`src/rtl/piso_serializer_pkg.sv`:
```
// Shared types for the parallel-in/serial-out stage: the state encoding and
// the bit-counter width helper.
package piso_serializer_pkg;

   typedef enum logic [0:0] {
      IDLE  = 1'b0,
      SHIFT = 1'b1
   } state_t;

   // Counter must hold indices 0..width-1; never narrower than one bit.
   function automatic int cnt_width(input int width);
      if (width <= 2) begin
         return 1;
      end else begin
         return $clog2(width);
      end
   endfunction

endpackage

```
`src/rtl/piso_serializer_if.sv`:
```
// Load handshake and serial-side signals of the serializer, bundled so the
// source/bench and the serializer see opposite directions.
interface piso_serializer_if #(
   parameter int WIDTH = 8
);
   logic             load_valid;
   logic             load_ready;
   logic [WIDTH-1:0] data_in;
   logic             serial_out;
   logic             serial_valid;
   logic             frame_first;
   logic             frame_last;
   logic             busy;

   modport master (
      output load_valid, data_in,
      input  load_ready, serial_out, serial_valid, frame_first, frame_last, busy
   );

   modport slave (
      input  load_valid, data_in,
      output load_ready, serial_out, serial_valid, frame_first, frame_last, busy
   );
endinterface

```
`src/rtl/piso_serializer.sv`:
```
// Parallel-in/serial-out stage: accepts WIDTH-bit words on a valid/ready
// handshake and streams them one bit per clock with word framing strobes.
module piso_serializer
   import piso_serializer_pkg::*;
#(
   parameter int WIDTH      = 8,
   parameter bit MSB_FIRST  = 1'b1,
   parameter bit IDLE_LEVEL = 1'b0
) (
   input  logic             clk,
   input  logic             rst,
   piso_serializer_if.slave bus
);

   localparam int            CW       = cnt_width(WIDTH);
   localparam logic [CW-1:0] LAST_IDX = CW'(WIDTH - 1);
   localparam logic [CW-1:0] CNT_ZERO = {CW{1'b0}};
   localparam logic [CW-1:0] CNT_ONE  = {{(CW-1){1'b0}}, 1'b1};

   state_t           state_r, state_s;
   logic [CW-1:0]    bit_cnt_r, bit_cnt_s;
   logic [WIDTH-1:0] shift_reg_r, shift_reg_s;
   logic             serial_out_r, serial_out_s;
   logic             serial_valid_r, serial_valid_s;
   logic             frame_first_r, frame_first_s;
   logic             frame_last_r, frame_last_s;
   logic             last_s;
   logic             ready_s;
   logic             accept_s;
   logic [CW-1:0]    cnt_inc_s;

   // The bit to transmit next always sits at the outgoing end of the register.
   function automatic logic first_bit(input logic [WIDTH-1:0] w);
      if (MSB_FIRST) begin
         return w[WIDTH-1];
      end else begin
         return w[0];
      end
   endfunction

   function automatic logic [WIDTH-1:0] shift_once(input logic [WIDTH-1:0] w);
      if (MSB_FIRST) begin
         return {w[WIDTH-2:0], 1'b0};
      end else begin
         return {1'b0, w[WIDTH-1:1]};
      end
   endfunction

   // Handshake: ready in IDLE or on the last bit of a word, never during reset.
   always_comb begin
      last_s    = (bit_cnt_r == LAST_IDX);
      cnt_inc_s = bit_cnt_r + CNT_ONE;
      if (rst) begin
         ready_s = 1'b0;
      end else if (state_r == IDLE) begin
         ready_s = 1'b1;
      end else if (state_r == SHIFT) begin
         ready_s = last_s;
      end else begin
         ready_s = 1'b0;
      end
      accept_s = bus.load_valid & ready_s;
   end

   // Next-state and next serial-side outputs.
   always_comb begin
      state_s        = state_r;
      bit_cnt_s      = bit_cnt_r;
      shift_reg_s    = shift_reg_r;
      serial_out_s   = IDLE_LEVEL;
      serial_valid_s = 1'b0;
      frame_first_s  = 1'b0;
      frame_last_s   = 1'b0;
      if (accept_s) begin
         // A fresh word wins in both IDLE and the last-bit cycle of SHIFT.
         state_s        = SHIFT;
         bit_cnt_s      = CNT_ZERO;
         shift_reg_s    = shift_once(bus.data_in);
         serial_out_s   = first_bit(bus.data_in);
         serial_valid_s = 1'b1;
         frame_first_s  = 1'b1;
         frame_last_s   = 1'b0;
      end else begin
         case (state_r)
            IDLE: begin
               state_s     = IDLE;
               bit_cnt_s   = CNT_ZERO;
               shift_reg_s = {WIDTH{1'b0}};
            end
            SHIFT: begin
               if (last_s) begin
                  state_s     = IDLE;
                  bit_cnt_s   = CNT_ZERO;
                  shift_reg_s = {WIDTH{1'b0}};
               end else begin
                  state_s        = SHIFT;
                  bit_cnt_s      = cnt_inc_s;
                  shift_reg_s    = shift_once(shift_reg_r);
                  serial_out_s   = first_bit(shift_reg_r);
                  serial_valid_s = 1'b1;
                  frame_last_s   = (cnt_inc_s == LAST_IDX);
               end
            end
            default: begin
               state_s     = IDLE;
               bit_cnt_s   = CNT_ZERO;
               shift_reg_s = {WIDTH{1'b0}};
            end
         endcase
      end
   end

   // State and registered serial-side outputs; reset aborts any word in flight.
   always_ff @(posedge clk or posedge rst) begin
      if (rst) begin
         state_r        <= IDLE;
         bit_cnt_r      <= CNT_ZERO;
         shift_reg_r    <= {WIDTH{1'b0}};
         serial_out_r   <= IDLE_LEVEL;
         serial_valid_r <= 1'b0;
         frame_first_r  <= 1'b0;
         frame_last_r   <= 1'b0;
      end else begin
         state_r        <= state_s;
         bit_cnt_r      <= bit_cnt_s;
         shift_reg_r    <= shift_reg_s;
         serial_out_r   <= serial_out_s;
         serial_valid_r <= serial_valid_s;
         frame_first_r  <= frame_first_s;
         frame_last_r   <= frame_last_s;
      end
   end

   assign bus.load_ready   = ready_s;
   assign bus.serial_out   = serial_out_r;
   assign bus.serial_valid = serial_valid_r;
   assign bus.frame_first  = frame_first_r;
   assign bus.frame_last   = frame_last_r;
   assign bus.busy         = serial_valid_r;

endmodule

```
`src/flat_wrapper.sv`:
```
// flat-port wrapper written by rule: the top's interface ports become plain ports
module piso_serializer_flat import piso_serializer_pkg::*;
#(
   parameter int WIDTH      = 8,
   parameter bit MSB_FIRST  = 1'b1,
   parameter bit IDLE_LEVEL = 1'b0
)
  (clk, rst, bus_load_valid, bus_data_in, bus_load_ready, bus_serial_out, bus_serial_valid, bus_frame_first, bus_frame_last, bus_busy);
  piso_serializer_if #(.WIDTH(WIDTH)) bus_i ();
  input  logic clk;
  input  logic rst;
  input wire logic [$bits(bus_i.load_valid)-1:0] bus_load_valid;
  input wire logic [$bits(bus_i.data_in)-1:0] bus_data_in;
  output wire logic [$bits(bus_i.load_ready)-1:0] bus_load_ready;
  output wire logic [$bits(bus_i.serial_out)-1:0] bus_serial_out;
  output wire logic [$bits(bus_i.serial_valid)-1:0] bus_serial_valid;
  output wire logic [$bits(bus_i.frame_first)-1:0] bus_frame_first;
  output wire logic [$bits(bus_i.frame_last)-1:0] bus_frame_last;
  output wire logic [$bits(bus_i.busy)-1:0] bus_busy;
  assign bus_i.load_valid = bus_load_valid;
  assign bus_i.data_in = bus_data_in;
  assign bus_load_ready = bus_i.load_ready;
  assign bus_serial_out = bus_i.serial_out;
  assign bus_serial_valid = bus_i.serial_valid;
  assign bus_frame_first = bus_i.frame_first;
  assign bus_frame_last = bus_i.frame_last;
  assign bus_busy = bus_i.busy;
  piso_serializer #(.WIDTH(WIDTH), .MSB_FIRST(MSB_FIRST), .IDLE_LEVEL(IDLE_LEVEL)) u_core (.clk(clk), .rst(rst), .bus(bus_i));
endmodule
```
`config.mk`:
```
export PLATFORM = sky130hd
export DESIGN_NAME = piso_serializer_flat
export DESIGN_NICKNAME = d
export VERILOG_FILES = /design/src/rtl/piso_serializer_pkg.sv /design/src/rtl/piso_serializer_if.sv /design/src/rtl/piso_serializer.sv /design/src/flat_wrapper.sv
export SDC_FILE = /design/constraint.sdc
export NUM_CORES = 1
export LEC_CHECK = 0
export ABC_AREA = 1
export ABC_CLOCK_PERIOD_IN_PS = 1400
export CORE_MARGIN = 2
export CORE_UTILIZATION = 44
export DETAILED_ROUTE_END_ITERATION = 7
export HOLD_SLACK_MARGIN = 0.06
export PLACE_DENSITY = 0.84
export SETUP_SLACK_MARGIN = 0.4
export SYNTH_ARGS = -nofsm -noshare
export SYNTH_HDL_FRONTEND = slang
export SYNTH_SLANG_ARGS = --single-unit
```
`constraint.sdc`:
```
create_clock -name clk -period 1.4 [get_ports clk]
set_input_delay 0.28 -clock clk [delete_from_list [all_inputs] [get_ports clk]]
set_output_delay 0.28 -clock clk [all_outputs]
set_load 0.005 [all_outputs]
```
==> summary.md <==
| Metric | Value |
|---|---|
| Status | `finished with violations` |
| Failing checks | `negative setup slack` |
| Register area | `350 µm²` |
| Critical R2R Launch | `u_core.bit_cnt_r[1]` |
| Die ar. | `1670 µm²` |
| CTS max path bufs | `2` |
| Cts bufs inserted | `3` |
| Max_slew headroom | `76.2%` |
| Peak supply drop | `1.24 mV` |
| Final Non-Filler Cells | `108` |
| Count leader, synth | `nand2_1` |
| Final Util | `74.5%` |
| Pleak | `0.510 nW` |
| Clock transition at path regs | `0.09 ns` |
| Crit share post-route | `118%` |
| Pre-CTS setup slack | `-0.252 ns` |
| FILL cells | `85` |
| Final net count | `108` |
| Post-route setup TNS | `-1.16 ns` |
| RSZ-0062 raised after global routing | `true` |
| Gr usage total | `21.4%` |
| Initial DRC count | `9` |
| Starting density of the core | `46.6%` |
| Mapped Area | `599 µm²` |
| TritonRoute pass-1 iters | `3` |
| WL/cell | `13.7 µm` |
| Peak fanout along the critical path | `2` |
| DRC Markers | `0` |
| Crit path launch type | `register` |
| CTS H-tree depth | `1` |
| RR Endpoint | `u_core.shift_reg_r[5]` |
| Yosys reg bits | `14` |
| Worst Path Arrival | `1.37 ns` |
| CTS tree | `built` |
| Num rows | `13` |
| Netlist cell types | `12` |
| Ys flop type | `dfrtp_1` |
| Area leader, netlist | `dfrtp_1` |
| Share of the synthesized area in the top cell type | `58.5%` |
| Final Worst Setup Slack | `-0.253 ns` |
| CP Capture Type | `output port` |
| Worst Path Required | `1.12 ns` |
| Layout cell share with drive strength beyond 1 | `44.1%` |
| Synth Area per Inst | `9.83 µm²` |
| Final Routed Wirelength | `1480 µm` |
| R2R cell count | `9` |
| # IOs | `17` |
| Ant diodes | `0` |
| DP Area | `818 µm²` |
| Achievable clock frequency | `0.605 GHz` |
| Syn-to-layout area delta | `59.7%` |
| Largest net degree at the start of global routing | `16` |
| Routed vias | `512` |
| Hold Worst Slack | `0.283 ns` |
| Slew @ Worst Pin | `0.355 ns` |
| Dpl hpwl | `839 µm` |
| Critical path class | `reg -> out` |
| Max_cap viols | `0` |
| # clock sinks | `14` |
| Core Region | `1280 µm²` |
| Synth Instances | `61` |
| Port bufs | `16` |
| Post-layout min period | `1.65 ns` |
| Vias per cell | `4.74` |
| Pwr Total | `1.78 mW` |
| Placed Instances | `95` |
| Root buf cell | `clkbuf_4` |
| Number of global-route vias before repair | `494` |
| PwrDens | `1860 nW/µm²` |
| Die width | `40.9 µm` |
| R2R Setup Slk | `-0.09 ns` |
| Grt total ovfl | `0` |
| Post-route ant nets | `0` |
| Synth top cells by count | `17 x nand2_1, 14 x dfrtp_1, 7 x inv_1, 7 x nand4_1, 5 x nor2_1` |
| First-pass GRT wire length | `2180 µm` |
| Post-synth ARST share | `100%` |
| Clock Skews | `0.00385 ns` |
| Area occupied by multi-input gates | `243 µm²` |
| GPL Wtd Cong | `0.710` |
| Syn_nets | `75` |
| Worst-Skew Late Latency | `0.30 ns` |
| Final Hold Viols | `0` |
| Fin. max-slew vios | `0` |
| HP Class | `in -> async` |
| YS warnings | `0` |
| Initial antenna violation count | `0` |
| Post-synth EDFFs | `0` |
| Sequential fraction of the synthesis area | `58.5%` |
| Final setup viols | `12` |
| Vert. Die Dim | `40.9 µm` |
| Synth top area cells | `dfrtp_1 58%, nand2_1 11%, nand4_1 7.3%, ha_1 6.3%, inv_1 4.4%` |
| Final Cell Area | `957 µm²` |
==> how the worst max path moves through the flow <==
stage                   startpoint  slack, ns             end  cells after the start
2_1_floorplan  u_core.bit_cnt_r[1]       0.18  bus_load_ready                      6
3_3_place_gp   u_core.bit_cnt_r[1]      -0.22  bus_load_ready                      7
3_5_place_dp   u_core.bit_cnt_r[1]      -0.25  bus_load_ready                      7
4_1_cts        u_core.bit_cnt_r[0]      -0.22  bus_load_ready                      7
5_1_grt        u_core.bit_cnt_r[1]      -0.30  bus_load_ready                      7
6_report       u_core.bit_cnt_r[1]      -0.25  bus_load_ready                      7
==> cells by family (layout without fill, tap and decap cells) <==
group                      after synthesis  after routing  share of synthesized area, %
and+or+nand+nor                         32             32                          24.6
adders and majority gates                3              3                          6.26
DFF                                     14             14                          58.5
buffers and inverters                   12             44                          10.6
==> registers in the layout, indices dropped and copies added, names as in the netlist <==
signal                  flops
u_core.bus.serial_out       1
u_core.shift_reg_r          7
u_core.bus.frame_last       1
u_core.bit_cnt_r            3
u_core.bus.busy             1
u_core.bus.frame_first      1
==> cells in the final DEF (no fill, tap or decap), types with 2 or more instances in the layout <==
cell / instances
buf_2: 4
inv_1: 4
buf_6: 6
nand4_1: 7
buf_4: 11
nor2_4: 2
clkdlybuf4s50_1: 10
inv_2: 3
clkbuf_4: 3
dfrtp_1: 14
inv_4: 2
nand2_2: 2
nor2_2: 2
nand2_1: 15
==> what timing repair did <==
item | in CTS | in global routing
setup endpoints to repair | 20 | 20
gates cloned | 1 | 0
pin swaps | 3 | 8
hold buffers | 0 | 0
resized for setup | 34 | 9
setup buffers | 5 | 3
==> power breakdown <==
part	switching, mW	internal (mW)	leakage (nW)
clock	0.146	0.159	0.0210
sequential	0.0504	0.520	0.185
combinational	0.411	0.492	0.305
total	0.607	1.17	0.510
==> routing by layer <==
metal | global-route usage (%) | vias up | part of all wire (%)
met2 | 33.2 | 10 | 52
met4 | 12.5 | 0 | 2.0
met3 | 4.89 | 3 | 3.2
met1 | 27.0 | 244 | 43
li1 | - | 255 | -
met5 | 0 | - | 0
==> critical path: stages, from the launching register on <==
cell and delay (ns):
dfrtp_1 0.39, ha_2 0.21, ha_4 0.17, inv_4 0.06
nand2_4 0.05, inv_4 0.05, nor2_2 0.03, buf_2 0.12
==> cell type report <==
class                      count  area share [%]
tap                           15            1.96
clock buffer                   4            3.79
multi-input combinational     35            25.4
sequential                    14            36.6
timing repair buffer          31            28.2
inverter                       9            4.05
Power figures use the tool's default switching activity.
